==> src/rtl/fetch_pkg.sv <==
// Shared definitions for the instruction line buffer.
// Contents:
//   LINE_BYTES, WORDS_PER_LINE, OFFSET_BITS - geometry of one fetched line
//   fetch_state_t                           - buffer control states
//   addr_t                                  - 64-bit fetch address
package fetch_pkg;

  localparam int LINE_BYTES     = 64;
  localparam int WORDS_PER_LINE = 16;
  localparam int OFFSET_BITS    = 6;

  typedef enum logic [1:0] {
    IDLE  = 2'd0,
    REQ   = 2'd1,
    SERVE = 2'd2
  } fetch_state_t;

  typedef logic [63:0] addr_t;

endpackage

==> src/rtl/instr_line_buffer_if.sv <==
// Bus bundle for the instruction line buffer.
// Groups three channels:
//   redirect : redirect_valid / redirect_pc        (core -> buffer)
//   memory   : mem_req_valid / mem_req_addr         (buffer -> memory_fetch)
//              mem_resp_valid / mem_resp_data       (memory_fetch -> buffer)
//   decode   : instr_valid / instr / instr_pc       (buffer -> decoder)
//              instr_ready                          (decoder -> buffer)
// Modports:
//   master : the line buffer itself
//   slave  : the surrounding environment (core, memory, decoder)
interface instr_line_buffer_if
  import fetch_pkg::*;
#(
  parameter int ADDR_WIDTH  = 64,
  parameter int LINE_BITS   = LINE_BYTES * 8,
  parameter int INSTR_WIDTH = 32
);

  logic                   redirect_valid;
  logic [ADDR_WIDTH-1:0]  redirect_pc;
  logic                   mem_req_valid;
  logic [ADDR_WIDTH-1:0]  mem_req_addr;
  logic                   mem_resp_valid;
  logic [LINE_BITS-1:0]   mem_resp_data;
  logic                   instr_valid;
  logic [INSTR_WIDTH-1:0] instr;
  logic [ADDR_WIDTH-1:0]  instr_pc;
  logic                   instr_ready;

  modport master (
    input  redirect_valid, redirect_pc,
    output mem_req_valid, mem_req_addr,
    input  mem_resp_valid, mem_resp_data,
    output instr_valid, instr, instr_pc,
    input  instr_ready
  );

  modport slave (
    output redirect_valid, redirect_pc,
    input  mem_req_valid, mem_req_addr,
    output mem_resp_valid, mem_resp_data,
    input  instr_valid, instr, instr_pc,
    output instr_ready
  );

endinterface

==> src/rtl/line_word_select.sv <==
// Combinational word extractor: picks instruction word idx out of a
// fetched line. Word k occupies bits [INSTR_WIDTH*k +: INSTR_WIDTH],
// so byte 0 of the line lands in the low byte of word 0.
// Ports:
//   line : full fetched line
//   idx  : word index within the line (pc word offset)
//   word : selected instruction word
module line_word_select
  import fetch_pkg::*;
#(
  parameter int LINE_BITS   = LINE_BYTES * 8,
  parameter int INSTR_WIDTH = 32,
  localparam int IDX_W      = $clog2(LINE_BITS / INSTR_WIDTH)
) (
  input  logic [LINE_BITS-1:0]   line,
  input  logic [IDX_W-1:0]       idx,
  output logic [INSTR_WIDTH-1:0] word
);

  assign word = line[idx * INSTR_WIDTH +: INSTR_WIDTH];

endmodule

==> src/rtl/instr_line_buffer.sv <==
// Instruction line buffer between memory_fetch and the decoder.
// Holds one 64-byte line and streams sequential 32-bit instructions to
// the decoder at up to one per cycle. A new line is requested when the
// stream crosses a line boundary or a redirect misses the held line.
// Responses to a request that was overtaken by a redirect are dropped.
// Ports:
//   clk   : core clock, rising edge
//   reset : asynchronous active-low reset
//   bus   : redirect / memory / decode channels (master side)
module instr_line_buffer
  import fetch_pkg::*;
#(
  parameter int ADDR_WIDTH  = 64,
  parameter int LINE_BITS   = LINE_BYTES * 8,
  parameter int INSTR_WIDTH = 32
) (
  input  logic                clk,
  input  logic                reset,
  instr_line_buffer_if.master bus
);

  localparam int TAG_W = ADDR_WIDTH - OFFSET_BITS;
  localparam int IDX_W = $clog2(WORDS_PER_LINE);

  fetch_state_t           state_q, state_d;
  logic [ADDR_WIDTH-1:0]  pc_q, pc_d;
  logic [TAG_W-1:0]       line_tag_q, line_tag_d;
  logic                   line_valid_q, line_valid_d;
  logic                   discard_q, discard_d;
  logic                   load_line;
  logic [LINE_BITS-1:0]   line_q;
  logic [INSTR_WIDTH-1:0] word;
  logic [ADDR_WIDTH-1:0]  redir_pc;
  logic [IDX_W-1:0]       word_idx;
  logic                   redir_hit;

  // Instructions are word aligned; the low two address bits are dropped.
  assign redir_pc  = bus.redirect_pc & ~ADDR_WIDTH'(3);
  assign word_idx  = pc_q[OFFSET_BITS-1:2];
  assign redir_hit = line_valid_q && (redir_pc[ADDR_WIDTH-1:OFFSET_BITS] == line_tag_q);

  line_word_select #(
    .LINE_BITS  (LINE_BITS),
    .INSTR_WIDTH(INSTR_WIDTH)
  ) u_word_select (
    .line(line_q),
    .idx (word_idx),
    .word(word)
  );

  always_comb begin
    state_d      = state_q;
    pc_d         = pc_q;
    line_tag_d   = line_tag_q;
    line_valid_d = line_valid_q;
    discard_d    = discard_q;
    load_line    = 1'b0;

    bus.mem_req_valid = 1'b0;
    bus.mem_req_addr  = '0;
    bus.instr_valid   = 1'b0;
    bus.instr         = '0;
    bus.instr_pc      = '0;

    unique case (state_q)
      IDLE: begin
        // Stray responses are ignored here; only a redirect starts fetching.
        if (bus.redirect_valid) begin
          pc_d    = redir_pc;
          state_d = REQ;
        end
      end

      REQ: begin
        bus.mem_req_valid = 1'b1;
        bus.mem_req_addr  = {pc_q[ADDR_WIDTH-1:OFFSET_BITS], {OFFSET_BITS{1'b0}}};
        if (bus.redirect_valid) begin
          // A response arriving alongside the redirect is consumed right
          // here, so nothing stale is left in flight to skip later.
          pc_d      = redir_pc;
          discard_d = !bus.mem_resp_valid;
        end else if (bus.mem_resp_valid) begin
          if (discard_q) begin
            // Stale line for a PC we no longer want; ask again for pc_q.
            discard_d = 1'b0;
          end else begin
            load_line    = 1'b1;
            line_tag_d   = pc_q[ADDR_WIDTH-1:OFFSET_BITS];
            line_valid_d = 1'b1;
            state_d      = SERVE;
          end
        end
      end

      SERVE: begin
        bus.instr_valid = 1'b1;
        bus.instr       = word;
        bus.instr_pc    = pc_q;
        // Redirect overrides any handshake in the same cycle.
        if (bus.redirect_valid) begin
          pc_d    = redir_pc;
          state_d = redir_hit ? SERVE : REQ;
        end else if (bus.instr_ready) begin
          pc_d = pc_q + ADDR_WIDTH'(4);
          if (word_idx == IDX_W'(WORDS_PER_LINE - 1)) begin
            state_d = REQ;
          end
        end
      end

      default: state_d = IDLE;
    endcase
  end

  always_ff @(posedge clk or negedge reset) begin
    if (!reset) begin
      state_q      <= IDLE;
      pc_q         <= '0;
      line_tag_q   <= '0;
      line_valid_q <= 1'b0;
      discard_q    <= 1'b0;
    end else begin
      state_q      <= state_d;
      pc_q         <= pc_d;
      line_tag_q   <= line_tag_d;
      line_valid_q <= line_valid_d;
      discard_q    <= discard_d;
    end
  end

  // Line storage is never read outside SERVE, so it needs no reset.
  always_ff @(posedge clk) begin
    if (load_line) begin
      line_q <= bus.mem_resp_data;
    end
  end

endmodule

==> src/flat_wrapper.sv <==
// flat-port wrapper written by rule: the top's interface ports become plain ports
module instr_line_buffer_flat import fetch_pkg::*;
#(
  parameter int ADDR_WIDTH  = 64,
  parameter int LINE_BITS   = LINE_BYTES * 8,
  parameter int INSTR_WIDTH = 32
)
  (clk, reset, bus_redirect_valid, bus_redirect_pc, bus_mem_req_valid, bus_mem_req_addr, bus_mem_resp_valid, bus_mem_resp_data, bus_instr_valid, bus_instr, bus_instr_pc, bus_instr_ready);
  instr_line_buffer_if #(.ADDR_WIDTH(ADDR_WIDTH), .LINE_BITS(LINE_BITS), .INSTR_WIDTH(INSTR_WIDTH)) bus_i ();
  input  logic clk;
  input  logic reset;
  input wire logic [$bits(bus_i.redirect_valid)-1:0] bus_redirect_valid;
  input wire logic [$bits(bus_i.redirect_pc)-1:0] bus_redirect_pc;
  output wire logic [$bits(bus_i.mem_req_valid)-1:0] bus_mem_req_valid;
  output wire logic [$bits(bus_i.mem_req_addr)-1:0] bus_mem_req_addr;
  input wire logic [$bits(bus_i.mem_resp_valid)-1:0] bus_mem_resp_valid;
  input wire logic [$bits(bus_i.mem_resp_data)-1:0] bus_mem_resp_data;
  output wire logic [$bits(bus_i.instr_valid)-1:0] bus_instr_valid;
  output wire logic [$bits(bus_i.instr)-1:0] bus_instr;
  output wire logic [$bits(bus_i.instr_pc)-1:0] bus_instr_pc;
  input wire logic [$bits(bus_i.instr_ready)-1:0] bus_instr_ready;
  assign bus_i.redirect_valid = bus_redirect_valid;
  assign bus_i.redirect_pc = bus_redirect_pc;
  assign bus_mem_req_valid = bus_i.mem_req_valid;
  assign bus_mem_req_addr = bus_i.mem_req_addr;
  assign bus_i.mem_resp_valid = bus_mem_resp_valid;
  assign bus_i.mem_resp_data = bus_mem_resp_data;
  assign bus_instr_valid = bus_i.instr_valid;
  assign bus_instr = bus_i.instr;
  assign bus_instr_pc = bus_i.instr_pc;
  assign bus_i.instr_ready = bus_instr_ready;
  instr_line_buffer #(.ADDR_WIDTH(ADDR_WIDTH), .LINE_BITS(LINE_BITS), .INSTR_WIDTH(INSTR_WIDTH)) u_core (.clk(clk), .reset(reset), .bus(bus_i));
endmodule
==> config.mk <==
export PLATFORM = sky130hd
export DESIGN_NAME = instr_line_buffer_flat
export DESIGN_NICKNAME = d
export VERILOG_FILES = /design/src/rtl/fetch_pkg.sv /design/src/rtl/instr_line_buffer_if.sv /design/src/rtl/line_word_select.sv /design/src/rtl/instr_line_buffer.sv /design/src/flat_wrapper.sv
export SDC_FILE = /design/constraint.sdc
export NUM_CORES = 1
export LEC_CHECK = 0
export CAP_MARGIN = 15
export CORE_UTILIZATION = 30
export DETAILED_ROUTE_END_ITERATION = 10
export GPL_TIMING_DRIVEN = 0
export PLACE_DENSITY = 0.52
export SYNTH_ARGS = -nofsm -noshare
export SYNTH_HDL_FRONTEND = slang
export SYNTH_SLANG_ARGS = --single-unit
==> constraint.sdc <==
create_clock -name clk -period 9.3 [get_ports clk]
set_input_delay 1.86 -clock clk [delete_from_list [all_inputs] [get_ports clk]]
set_output_delay 1.86 -clock clk [all_outputs]
set_load 0.01 [all_outputs]
==> flow_summary.yaml <==
clock_tree:
  root_buffer: "clkbuf_16"
  path_clk_slew_ns: 0.06
  hold_buffers: 0
  cts_resized: 0
  numCtsBuffers: 74
  clockBufferDepth: 3
  postCtsSetupRepairBufs: 0
  cts_num_sinks: 636
  clock_latency_ns: 0.63
  htreeDepth: 3
  cts_tree: "built"
final_layout:
  layout-drive-gt1-share: 0.1297
  layout_common_cells: "clkdlybuf4s50_1 (731), edfxtp_1 (512), nand2_1 (198)"
  syn2layout_area_growth_pct: 42.22
  layout_commonest_cell: "clkdlybuf4s50_1"
  nNetsFinal: 3154
synth:
  synth_top_family_by_area: "multiplexers"
  yosysUniqueCellTypes: 68
  synthSimpleGateAreaFrac: 0.1023
  synthAdderAreaFrac: 0.0004586
  avgSynthCellArea_sq_um: 15.62
  synth-edff-count: 512
  synth_largest_area_cell: "edfxtp_1"
  synth-compound-area-share: 0.04880
  ys_ff_latch: 636
  muxShareOfSynthArea: 0.1336
  ys.warnings.count: 0
  synth_area_leaders: "edfxtp_1 (56%), mux4_2 (13%), dfrtp_1 (11%)"
  synth_top_area_frac: 0.5636
  async_reset_ff_frac: 0.1950
  synth_xor_area_frac: 0.01316
  ys.flop_type: "edfxtp_1"
  netlist_instances: 1747
  ys_seq_area_frac: 0.6773
  syn_area_sq_um: 27280
power_and_ir_drop:
  peakVddDrop_v: 0.0001372
  p_total_mw: 9.776
  p_leak_nw: 13.50
  powerDensity_nw_per_um2: 252.0
timing:
  fin_skew_ns: 0.03765
  hold_viol: 0
  finalCriticalPeriod_ns: 6.295
  worst_slack_ns: 3.005
  tightest_slew_ns: 1.137
  slew_violations: 0
  rsz0062_at_grt: "false"
  final.setup.tns_ns: 0
  setup_violations: 0
  relSlewSlack: 0.2419
  max_freq_mhz: 158.9
  fin_crit_sh: 0.6769
worst_setup_path:
  path_class: "flip-flop to output pin"
  r2r_cells: 10
  end_kind: "output pin"
  worstPathRequired_ns: 7.44
  crit_path_frequent_cell: "clkbuf_1"
  cp_cell_sequence: "clkbuf_1 > clkbuf_1 > clkbuf_1 > mux4_2 > mux4_2 > and2_1 > clkdlybuf4s50_1"
  startpoint_type: "flip-flop"
  worstPathMaxFanout: 10
  slowest_delay_ns: 0.77
  crit_path_top_delay_cell: "clkbuf_1"
  worst_ep_arrival_time_ns: 4.44
drt:
  via_per_inst: 5.074
  wl_per_cell_microns: 29.64
  wirelength_mm: 113.1
  drc: 0
  ant_nets: 0
  vias: 19370
  initialDrtViolationCount: 1700
  dr.pass1.iters: 5
placed_design:
  io_buffer_count: 732
  gp_congestion: 0.9244
  post-place-ws_ns: 3.429
  hpwlAfterDp_mm: 88.17
grt:
  grt.overflow.total: 0
  grt_use_total: 0.2410
  grt_antenna_before_repair: 54
  grt_max_degree: 140
  grt_pass1_vias: 19900
  grt_pass1_wl_mm: 153.4
floorplanning:
  rows: 110
  dieWidth_microns: 303.6
  dieArea_sq_um: 92150
  start_util: 0.3031
  die_y_microns: 303.6
  io_pins: 743
  core_region_area_sq_um: 90010
outcome:
  status: "completed"
worst_hold_path:
  hold_depth: 1
  hold_class: "flip-flop to flip-flop"
run:
  cap_violations: 0
metal layers:
| metal | share of wire | GRT usage |
|---|---|---|
| met3 | 0.085 | 0.06989 |
| met5 | 0.0029 | 0 |
| met2 | 0.52 | 0.4274 |
| met4 | 0.025 | 0.06690 |
| met1 | 0.37 | 0.2822 |
sequential cells by signal (all words and copies together), names as in the netlist:
signal,count
u_core.line_valid_q,1
u_core.state_q,2
u_core.line_q,512
u_core.pc_q,62
u_core.discard_q,1
u_core.line_tag_q,58
power breakdown:
part | switching [mW] | internal, mW | total (mW)
Clock | 1.21 | 1.74 | 2.95
Combinational | 1.49 | 1.41 | 2.90
Sequential | 0.315 | 3.60 | 3.92
synthesized netlist by cell type, drive strengths merged (2+ instances only):
cell type and instances:
o21ai 42, a22oi 9, nor2 51, dfrtp 124, inv 25, o32ai 3, a21o 3, a311oi 6
nand3 44, and2 154, nand2b 4, or3 10, o32a 2, nor3 13, nor2b 3, o21a 2
mux4 160, a211o 2, o311ai 2, nor4 17, a21oi 69, o211ai 2, nand2 199, a31oi 7
clkbuf 66, and3 18, o22ai 29, xor2 39, xnor2 2, a2bb2oi 9, buf 54, nand4 15
or2 3, and4 8, mux2i 3, or4 6, o2bb2ai 6, a211oi 7, o31ai 3, edfxtp 512
worst paths after layout:
path                                    endpoint                start  slack, ns
setup / recovery                   bus_instr[30]       u_core.pc_q[3]       3.00
hold / removal               u_core.line_valid_q  u_core.line_valid_q       0.48
setup reg to reg              u_core.line_q[375]    u_core.state_q[1]       4.81
hold reg to reg              u_core.line_valid_q  u_core.line_valid_q       0.48
max in group asynchronous  u_core.line_tag_q[43]                reset       7.28
min in group asynchronous        u_core.pc_q[22]                reset       1.23
final cells by class:
cell class / instances / area [sq um]
clock inverter: 34 / 345.3
antenna: 12 / 30.03
multi-input combinational: 973 / 8169
fill: 8249 / 51210
timing repair buffer: 742 / 7553
tap: 1176 / 1471
sequential: 636 / 18480
buffer: 120 / 576.8
inverter: 25 / 93.84
clock buffer: 99 / 2081
worst max-delay path, delay by kind of cell (launching register included):
| kind | cells | cell delay, ns |
|---|---|---|
| buffers and inverters | 4 | 2.24 |
| and+or+nand+nor | 1 | 0.27 |
| DFF | 1 | 0.35 |
| muxes | 2 | 0.94 |
per-stage QoR:
stage	std cells	area, sq um	hold slack, ns	utilization
4_1_cts	3803	38730	0.4789	0.4302
3_3_place_gp	3662	36110	0.4510	0.4011
3_5_place_dp	3670	36300	0.4611	0.4033
6_report	3817	38800	0.4778	0.4310
5_1_grt	3813	38790	0.4896	0.4309
2_1_floorplan	1754	27310	0.4346	-
cells by family after synthesis:
kind of cell,after synthesis
buffers and inverters,145
XOR/XNOR,41
AO/OA/AOI/OAI,212
other,1
multiplexers,164
adder cells (fa/ha/maj),1
AND/OR/NAND/NOR,547
flip-flops,636
No activity file was read; power rests on OpenSTA's default activity.
